<file path="config.mk">
export PLATFORM = sky130hd
export DESIGN_NAME = iomem_timer
export DESIGN_NICKNAME = d
export VERILOG_FILES = /design/src/rtl/iomem_timer.sv
export SDC_FILE = /design/constraint.sdc
export NUM_CORES = 1
export LEC_CHECK = 0
export BUFFER_PORTS_ARGS = -buffer_cell sky130_fd_sc_hd__buf_2
export CAP_MARGIN = 20
export CELL_PAD_IN_SITES_DETAIL_PLACEMENT = 1
export CELL_PAD_IN_SITES_GLOBAL_PLACEMENT = 1
export CORE_ASPECT_RATIO = 1.25
export CORE_MARGIN = 5
export CORE_UTILIZATION = 40
export CTS_CLUSTER_SIZE = 10
export DETAILED_ROUTE_END_ITERATION = 16
export GPL_TIMING_DRIVEN = 0
export PLACE_DENSITY_LB_ADDON = 0.05
export REMOVE_ABC_BUFFERS = 1
export SKIP_LAST_GASP = 1
export SYNTH_ARGS = -nofsm -noshare
export SYNTH_HDL_FRONTEND = slang
export SYNTH_SLANG_ARGS = --single-unit
</file>
<file path="constraint.sdc">
create_clock -name clk -period 3.4 [get_ports clk]
set_clock_uncertainty 0.1 [all_clocks]
set_input_delay 0.17 -clock clk [delete_from_list [all_inputs] [get_ports clk]]
set_output_delay 0.17 -clock clk [all_outputs]
set_load 0.01 [all_outputs]
</file>
<file path="src/rtl/iomem_timer.sv">
`default_nettype none
// ============================================================================
//  Module      : iomem_timer
//  Description : Down-counting timer peripheral on the SoC iomem bus.
//                256-byte register window, one-cycle registered handshake,
//                level interrupt (pending & irq_en).
//  Revision    : 1.0 - initial release
// ============================================================================
module iomem_timer #(
  parameter logic [31:0] BASE_ADDR  = 32'h0300_0000,
  parameter int          PRESCALE_W = 8
) (
  input  logic        clk,
  input  logic        reset,
  input  logic        iomem_valid,
  output logic        iomem_ready,
  input  logic [3:0]  iomem_wstrb,
  input  logic [31:0] iomem_addr,
  input  logic [31:0] iomem_wdata,
  output logic [31:0] iomem_rdata,
  output logic        irq
);

  localparam logic [5:0] c_idx_ctrl   = 6'd0;
  localparam logic [5:0] c_idx_load   = 6'd1;
  localparam logic [5:0] c_idx_count  = 6'd2;
  localparam logic [5:0] c_idx_status = 6'd3;

  // Bus handshake registers
  logic                  r_ready;
  logic [31:0]           r_rdata;
  // Timer state
  logic                  r_en;
  logic                  r_periodic;
  logic                  r_irq_en;
  logic [PRESCALE_W-1:0] r_prescale;
  logic [31:0]           r_load;
  logic [31:0]           r_count;
  logic [PRESCALE_W-1:0] r_pre;
  logic                  r_pending;

  logic                  w_sel;
  logic                  w_acc;
  logic                  w_wr;
  logic [5:0]            w_idx;
  logic                  w_wr_ctrl;
  logic                  w_wr_load;
  logic                  w_clr_pending;
  logic [31:0]           w_ctrl_rd;
  logic [31:0]           w_ctrl_new;
  logic [31:0]           w_load_new;
  logic [31:0]           w_rd_val;
  logic                  w_tick;
  logic                  w_expire;
  logic                  w_en_next;
  logic                  w_unused;

  // Byte-lane merge of write data over an existing register value
  function automatic logic [31:0] f_merge(input logic [31:0] old_v,
                                          input logic [31:0] new_v,
                                          input logic [3:0]  strb);
    logic [31:0] m;
    m = old_v;
    for (int b = 0; b < 4; b++) begin
      if (strb[b]) m[8*b +: 8] = new_v[8*b +: 8];
    end
    return m;
  endfunction

  assign w_sel  = iomem_valid && (iomem_addr[31:8] == BASE_ADDR[31:8]);
  // An access is served only when ready is low, so ready never stays high two cycles
  assign w_acc  = w_sel && !r_ready;
  assign w_wr   = w_acc && (iomem_wstrb != 4'b0000);
  assign w_idx  = iomem_addr[7:2];

  assign w_wr_ctrl     = w_wr && (w_idx == c_idx_ctrl);
  assign w_wr_load     = w_wr && (w_idx == c_idx_load);
  assign w_clr_pending = w_wr && (w_idx == c_idx_status) && iomem_wstrb[0] && iomem_wdata[0];

  assign w_ctrl_new = f_merge(w_ctrl_rd, iomem_wdata, iomem_wstrb);
  assign w_load_new = f_merge(r_load, iomem_wdata, iomem_wstrb);

  assign w_tick   = r_en && (r_pre == r_prescale);
  assign w_expire = w_tick && (r_count == 32'd0);

  assign iomem_ready = r_ready;
  assign iomem_rdata = r_rdata;
  assign irq         = r_pending & r_irq_en;

  assign w_unused = &{1'b0, iomem_addr[1:0], w_ctrl_new[31:8+PRESCALE_W], w_ctrl_new[7:3]};

  // CTRL register image as seen by the CPU; undefined bits read zero
  always_comb begin
    w_ctrl_rd                   = 32'd0;
    w_ctrl_rd[2:0]              = {r_irq_en, r_periodic, r_en};
    w_ctrl_rd[8 +: PRESCALE_W]  = r_prescale;
  end

  // Read data mux; unmapped offsets return zero
  always_comb begin
    w_rd_val = 32'd0;
    case (w_idx)
      c_idx_ctrl:   w_rd_val = w_ctrl_rd;
      c_idx_load:   w_rd_val = r_load;
      c_idx_count:  w_rd_val = r_count;
      c_idx_status: w_rd_val = {31'd0, r_pending};
      default:      w_rd_val = 32'd0;
    endcase
  end

  // Next EN: one-shot expiry clears it, but a CTRL write at the same edge wins
  always_comb begin
    w_en_next = r_en;
    if (w_expire && !r_periodic) w_en_next = 1'b0;
    if (w_wr_ctrl)               w_en_next = w_ctrl_new[0];
  end

  // Bus handshake: one-cycle ready pulse with registered read data
  always_ff @(posedge clk) begin
    if (reset) begin
      r_ready <= 1'b0;
      r_rdata <= 32'd0;
    end else if (w_acc) begin
      r_ready <= 1'b1;
      r_rdata <= w_rd_val;
    end else begin
      r_ready <= 1'b0;
      r_rdata <= 32'd0;
    end
  end

  // Control and load registers
  always_ff @(posedge clk) begin
    if (reset) begin
      r_en       <= 1'b0;
      r_periodic <= 1'b0;
      r_irq_en   <= 1'b0;
      r_prescale <= '0;
      r_load     <= 32'd0;
    end else begin
      r_en <= w_en_next;
      if (w_wr_ctrl) begin
        r_periodic <= w_ctrl_new[1];
        r_irq_en   <= w_ctrl_new[2];
        r_prescale <= w_ctrl_new[8 +: PRESCALE_W];
      end
      if (w_wr_load) r_load <= w_load_new;
    end
  end

  // Prescaler: free-runs 0..PRESCALE while enabled, held at 0 otherwise
  always_ff @(posedge clk) begin
    if (reset) begin
      r_pre <= '0;
    end else if (w_wr_load || !w_en_next || !r_en || w_tick) begin
      r_pre <= '0;
    end else begin
      r_pre <= r_pre + PRESCALE_W'(1);
    end
  end

  // Down counter: a LOAD write overrides a coincident tick
  always_ff @(posedge clk) begin
    if (reset) begin
      r_count <= 32'd0;
    end else if (w_wr_load) begin
      r_count <= w_load_new;
    end else if (w_tick) begin
      if (r_count != 32'd0) r_count <= r_count - 32'd1;
      else if (r_periodic)  r_count <= r_load;
      else                  r_count <= 32'd0;
    end
  end

  // Pending flag: expiry set has priority over write-one-to-clear
  always_ff @(posedge clk) begin
    if (reset) begin
      r_pending <= 1'b0;
    end else if (w_expire) begin
      r_pending <= 1'b1;
    end else if (w_clr_pending) begin
      r_pending <= 1'b0;
    end
  end

endmodule
`default_nettype wire

</file>
==> results of run 1 <==
==> cell families (layout without fill, tap and decap cells) <==
family	after synthesis	in the layout
simple gates	282	282
compound gates	202	202
flops	117	117
buf+inv	58	184
xor+xnor	18	18
mux	18	18
fa+ha+maj	3	3
==> layer usage <==
layer  vias up  GRT usage [%]  share of wire (%)
met5         -              0                  0
met4         0          11.30                2.6
met3        42          5.477                5.0
met2       168          45.20                 51
met1      2882          28.44                 41
li1       2758              -                  -
==> worst max-delay path: cells and delay by family (launching register included) <==
| kind | cells | cell delay [ns] |
|---|---|---|
| DFF | 1 | 0.37 |
| AOI/OAI and AO/OA | 2 | 0.30 |
| and+or+nand+nor | 5 | 2.08 |
| buffers and inverters | 1 | 0.23 |
==> layout make-up <==
cell class / instances / area [sq um]
Clock buffer: 26 / 519.2
Clock inverter: 3 / 42.54
Fill cell: 1717 / 6997
Inverter: 14 / 52.55
Multi-Input combinational cell: 523 / 3176
Sequential cell: 117 / 2342
Tap cell: 178 / 222.7
Timing Repair Buffer: 141 / 933.4
==> worst max-delay path by stage <==
stage	endpoint	depth (start not counted)	start	slack (ns)
6_report	r_count[20]$_SDFFE_PP0P_	8	r_count[20]$_SDFFE_PP0P_	0.16
5_1_grt	r_count[20]$_SDFFE_PP0P_	8	r_count[4]$_SDFFE_PP0P_	0.002
4_1_cts	r_count[20]$_SDFFE_PP0P_	8	r_count[20]$_SDFFE_PP0P_	0.18
3_5_place_dp	r_count[31]$_SDFFE_PP0P_	7	iomem_addr[2]	-0.74
3_3_place_gp	r_count[0]$_SDFFE_PP0P_	7	iomem_addr[3]	-1.29
2_1_floorplan	r_count[0]$_SDFFE_PP0P_	7	r_count[15]$_SDFFE_PP0P_	0.58
==> sequential cells by signal (all words and copies together), names as in the netlist <==
signal       count
r_load          32
r_periodic       1
r_pending        1
iomem_ready      1
r_prescale       8
r_irq_en         1
r_count         32
iomem_rdata     32
r_pre            8
r_en             1
==> cell usage in the layout, fill, tap and decap left out, types with 4 or more instances in the layout <==
| cell type | count |
|---|---|
| o22ai_1 | 10 |
| nor2_1 | 75 |
| o21ai_0 | 14 |
| nand3_1 | 27 |
| dfxtp_1 | 117 |
| nor3_1 | 18 |
| o32ai_1 | 6 |
| clkbuf_8 | 6 |
| a22oi_1 | 23 |
| clkbuf_16 | 17 |
| o21ai_1 | 21 |
| a221oi_2 | 5 |
| dlygate4sd3_1 | 32 |
| nand2_1 | 93 |
| nand4_1 | 4 |
| xnor2_1 | 9 |
| a31oi_1 | 6 |
| nor4_1 | 8 |
| a211oi_1 | 5 |
| o31ai_1 | 8 |
| or3_1 | 6 |
| mux2i_1 | 16 |
| a21oi_1 | 79 |
| and3_1 | 8 |
| nor4_2 | 8 |
| xor2_1 | 9 |
| buf_2 | 102 |
| or4_4 | 4 |
| inv_1 | 13 |
==> through the flow <==
stage | total power [mW] | util, % | worst slack [ns] | area [sq um]
after detailed placement | 1.504 | 44.81 | -0.7390 | 6401
after CTS | 3.259 | 51.00 | 0.1829 | 7286
final | 3.231 | 51.02 | 0.1648 | 7288
after global routing | 3.340 | 51.02 | 0.002268 | 7288
after floorplan | 1.419 | - | 0.5824 | 5554
after global placement | 1.500 | 44.01 | -1.288 | 6287
==> timing repair <==
item	in CTS	in global routing
endpoints found under the setup margin	22	1
hold buffers	32	0
gates resized for setup	3	1
endpoints found under the hold margin	50	0
==> power groups by stage <==
stage	registers, mW	clock network, mW	logic, mW
after CTS	1.37	1.76	0.132
final	1.37	1.73	0.132
after detailed placement	1.40	0	0.103
after floorplan	1.40	0	0.0176
after global routing	1.37	1.83	0.140
after global placement	1.40	0	0.0989
==> impl_metrics.env, run 1 <==
export IMPL_synthAdderAreaFrac_pct=0.6515
export IMPL_synth_compound_area_share_pct=22.54
export IMPL_r2r_slack_ns=0.16
export IMPL_portBuffers=102
export IMPL_yosys_warnings=0
export IMPL_rr_endpoint="r_count[20]$_SDFFE_PP0P_"
export IMPL_initial_core_util_pct=40.33
export IMPL_synth_area_sq_um=5762
export IMPL_synth_xor_area_share_pct=2.736
export IMPL_yosysSeqAreaShare_pct=40.65
export IMPL_rsz0062_at_grt="no"
export IMPL_drt_total_wl_mm=20.97
export IMPL_leakagePower_nw=2.800
export IMPL_fin_crit_sh_pct=95.15
export IMPL_path_max_fanout=24
export IMPL_period_needed_ns=3.235
export IMPL_p_switching_uw=688.9
export IMPL_coreArea_sq_um=14290
export IMPL_yosysMostFrequentCell="dfxtp_1"
export IMPL_async_flop_share_pct=0
export IMPL_post_cts_setup_buffer_count=0
export IMPL_status="completed"
export IMPL_worst_setup_path_type="flop to flop"
export IMPL_via_per_inst=5.838
export IMPL_clk_path_buf_depth=2
export IMPL_comb_power_share_pct=4.1
export IMPL_drc=0
export IMPL_finalNetCount=888
export IMPL_cts_tree="built"
export IMPL_max_slew_worst_pin_slew_ns=1.070
export IMPL_antenna_found_initial=0
export IMPL_drive_gt1_share_pct=21.36
export IMPL_area_growth_pct=26.49
export IMPL_worstSetupEndpointType="flop"
export IMPL_root_buffer="clkbuf_16"
export IMPL_ys_seq_elements=117
export IMPL_critical_path_required_ns=3.57
export IMPL_cts_clk_slew_worst_paths_ns=0.05
export IMPL_synthSimpleGateAreaFrac_pct=25.54
export IMPL_fp_dieH_um=144.2
export IMPL_critPathArrivalTime_ns=3.40
export IMPL_first_pass_iters=5
export IMPL_htree_levels=4
export IMPL_min_from="iomem_wstrb[1]"
export IMPL_synthTopCellsByCount="117 x dfxtp_1, 94 x nand2_1, 79 x a21oi_1, 76 x nor2_1, 31 x clkbuf_1"
export IMPL_p_int_mw=2.542
export IMPL_vdd_drop_max_v=0.0003563
export IMPL_finalSetupTns_ns=0
export IMPL_critPathSlowestCell="nor4_4"
export IMPL_grt_total_usage_pct=25.07
export IMPL_holdWs_ns=0.03877
export IMPL_grt_pass1_vias=6417
export IMPL_clk_latency_ns=0.42
export IMPL_hold_violations=0
export IMPL_synth_edf_count=0
export IMPL_clkSinkCount=117
export IMPL_finalSetupViolCount=0
export IMPL_seq_power_share_pct=42.5
export IMPL_num_vias=5850
export IMPL_synth_top_family_by_area="simple AND/OR/NAND/NOR gates"
export IMPL_r2r_worst_path_cells=8
export IMPL_start_kind="flop"
export IMPL_diodes=0
export IMPL_min_path_type="input port to flop"
export IMPL_whs_path_depth=3
export IMPL_syn_area_per_cell_sq_um=8.255
export IMPL_yosysUniqueCellTypes=66
export IMPL_die_area_sq_um=16920
export IMPL_sw_frac_of_total_pct=21.32
export IMPL_dp_cells=941
export IMPL_max_freq_mhz=309.1
export IMPL_rows=49
export IMPL_slew_viol_final=0
export IMPL_synth_top_area_share_pct=40.65
export IMPL_grt_pass1_wl_mm=33.80
export IMPL_critPathMaxStageDelay_ns=0.63
export IMPL_wl_per_cell_um=20.93
export IMPL_ant_nets=0
export IMPL_synthTopCellsByArea="dfxtp_1 41%, a21oi_1 6.9%, nand2_1 6.1%"
export IMPL_netlist_instances=698
export IMPL_ios=105
export IMPL_r2r_start="r_count[20]$_SDFFE_PP0P_"
export IMPL_cp_cell_sequence="nor4_1, nand3_1, nor4_4, or2_2, buf_16, nor3_1, a221oi_2, o32ai_1"
export IMPL_overflow=0
export IMPL_cts_buffers=17
export IMPL_drv_cap=0
export IMPL_cellPowerDensity_nw_per_um2=443.3
export IMPL_hpwl_mm=14.15
export IMPL_fin_cells=1002
export IMPL_gp_congestion=0.8568
export IMPL_synth_flop_cell="dfxtp_1"
export IMPL_clock_power_share_pct=53.4
export IMPL_slew_headroom_pct=28.11
export IMPL_hold_end="r_prescale[3]$_SDFFE_PP0P_"
export IMPL_first_iter_violations=409
export IMPL_die_x_um=117.3
export IMPL_grt_max_degree=72
export IMPL_synth_mux_area_share_pct=3.366
export IMPL_synth_top_cell_by_area="dfxtp_1"
Note: power is estimated with default switching activity, not from simulation.
==> run 2: changes to the inputs <==
--- a/config.mk
+++ b/config.mk
@@ -11,11 +11,12 @@
 export CELL_PAD_IN_SITES_GLOBAL_PLACEMENT = 1
 export CORE_ASPECT_RATIO = 1.25
 export CORE_MARGIN = 5
-export CORE_UTILIZATION = 40
+export CORE_UTILIZATION = 34
 export CTS_CLUSTER_SIZE = 10
 export DETAILED_ROUTE_END_ITERATION = 16
 export GPL_TIMING_DRIVEN = 0
 export PLACE_DENSITY_LB_ADDON = 0.05
+export RECOVER_POWER = 50
 export REMOVE_ABC_BUFFERS = 1
 export SKIP_LAST_GASP = 1
 export SYNTH_ARGS = -nofsm -noshare
==> run 2 against run 1 <==
Against the previous run: the run now ends with max-capacitance violations, max-slew violations left; critical path depth is 2 lower; count of clock-buffer cells in the layout shrank 2; setup slack better by 0.10 ns; clock power grew 12%; fmax up 3.2%.
==> impl_metrics.env, run 2 (synthesis gave the netlist of run 1 again) <==
export IMPL_status="complete, but fails checks"
export IMPL_violations="max-capacitance violations, max-slew violations"
export IMPL_ios=105
export IMPL_max_freq_mhz=319.0
export IMPL_finalNetCount=887
export IMPL_htree_levels=4
export IMPL_r2r_worst_path_cells=6
export IMPL_whs_path_depth=3
export IMPL_gp_congestion=0.7866
export IMPL_clk_latency_ns=0.42
export IMPL_first_iter_violations=345
export IMPL_dp_cells=982
export IMPL_antenna_found_initial=0
export IMPL_period_needed_ns=3.134
export IMPL_portBuffers=102
export IMPL_area_growth_pct=28.03
export IMPL_root_buffer="clkbuf_16"
export IMPL_leakagePower_nw=2.688
export IMPL_grt_max_degree=72
export IMPL_start_kind="flop"
export IMPL_rows=53
export IMPL_drt_total_wl_mm=21.34
export IMPL_finalSetupViolCount=0
export IMPL_layout_common_cells="117 x dfxtp_1, 93 x nand2_1, 79 x a21oi_1, 75 x nor2_1, 68 x buf_2"
export IMPL_critPathArrivalTime_ns=3.36
export IMPL_cts_tree="built"
export IMPL_clkSinkCount=117
export IMPL_path_max_fanout=26
export IMPL_holdWs_ns=0.04200
export IMPL_cts_clk_slew_worst_paths_ns=0.05
export IMPL_die_x_um=126.4
export IMPL_overflow=0
export IMPL_multi_input_area_sq_um=3174
export IMPL_hpwl_mm=14.71
export IMPL_rsz0062_at_grt="no"
export IMPL_initial_core_util_pct=34.48
export IMPL_diodes=0
export IMPL_ant_nets=0
export IMPL_coreArea_sq_um=16710
export IMPL_final_common_cell="dfxtp_1"
export IMPL_worst_setup_path_type="flop to flop"
export IMPL_die_area_sq_um=19670
export IMPL_via_per_inst=5.526
export IMPL_grt_pass1_wl_mm=34.08
export IMPL_drive_gt1_share_pct=17.55
export IMPL_vdd_drop_max_v=0.0003037
export IMPL_wl_per_cell_um=20.40
export IMPL_worstSetupEndpointType="flop"
export IMPL_grt_total_usage_pct=21.85
export IMPL_slew_viol_final=33
export IMPL_totalPowerFinal_mw=3.448
export IMPL_fill_cells=2059
export IMPL_cts_buffers=17
export IMPL_grt_pass1_vias=6344
export IMPL_max_slew_worst_pin_slew_ns=1.530
export IMPL_num_vias=5780
export IMPL_min_path_type="input port to flop"
export IMPL_clk_path_buf_depth=2
export IMPL_drc=0
export IMPL_hold_violations=0
export IMPL_critical_path_required_ns=3.63
export IMPL_drv_cap=1
export IMPL_fp_dieH_um=155.5
export IMPL_regArea_sq_um=2342
export IMPL_fin_cells=1046
export IMPL_first_pass_iters=4
export IMPL_slew_headroom_pct=-2.023
export IMPL_fin_crit_sh_pct=92.19
export IMPL_cellPowerDensity_nw_per_um2=467.5
## run 2: worst paths after layout
check	start	to	slack, ns
worst min-delay path	iomem_wstrb[1]	r_prescale[3]$_SDFFE_PP0P_	0.04
worst max register to register	r_pre[0]$_SDFF_PP0_	r_count[23]$_SDFFE_PP0P_	0.27
worst max-delay path	r_pre[0]$_SDFF_PP0_	r_count[23]$_SDFFE_PP0P_	0.27
worst min register to register	r_load[25]$_SDFFE_PP0P_	r_load[25]$_SDFFE_PP0P_	0.38
## run 2: worst max-delay path: stages (launching register included)
cell,delay [ns]
dfxtp_1,0.44
xnor2_1,0.16
nand2_1,0.09
nor3_1,0.79
or2_2,0.69
nand2_2,0.51
o22ai_1,0.25
## run 2: repair_timing
| action | in CTS | in global routing |
|---|---|---|
| resized for setup | 3 | 1 |
| endpoints found under the setup margin | 25 | 12 |
| endpoints found under the hold margin | 51 | 0 |
| hold buffers | 32 | 0 |
| setup buffers | 0 | 0 |
## run 2: layout make-up
| type | instances | area share, % |
|---|---|---|
| Clock inverter | 8 | 1.967 |
| Sequential cell | 117 | 31.75 |
| Tap cell | 220 | 3.731 |
| Inverter | 14 | 0.7123 |
| Clock buffer | 24 | 6.666 |
| Timing Repair Buffer | 140 | 12.14 |
| Multi-Input combinational cell | 523 | 43.03 |
## run 2: through the flow
| step | utilization [%] | worst slack [ns] | area (sq um) | TNS (ns) |
|---|---|---|---|---|
| 2_1_floorplan | - | 0.5824 | 5554 | 0 |
| 3_3_place_gp | 37.94 | -1.377 | 6340 | -68.89 |
| 3_5_place_dp | 38.68 | -0.7292 | 6464 | -14.29 |
| 4_1_cts | 44.42 | 0.1249 | 7423 | 0 |
| 5_1_grt | 44.15 | 0.06317 | 7377 | 0 |
| 6_report | 44.15 | 0.2657 | 7377 | 0 |
## run 2: layer usage
| layer | wire (um) | up-vias | share of wire (%) | track usage [%] |
|---|---|---|---|---|
| met1 | 8879 | 2870 | 42 | 25.75 |
| met5 | 0 | - | 0 | 0 |
| li1 | - | 2768 | - | - |
| met4 | 324 | 0 | 1.5 | 6.745 |
| met2 | 11220 | 117 | 53 | 40.36 |
| met3 | 914 | 25 | 4.3 | 3.596 |
## run 2: power by group
group / switching [mW] / internal, mW
registers: 0.000000000711 / 1.37
clock network: 0.643 / 1.30
logic: 0.0697 / 0.0628
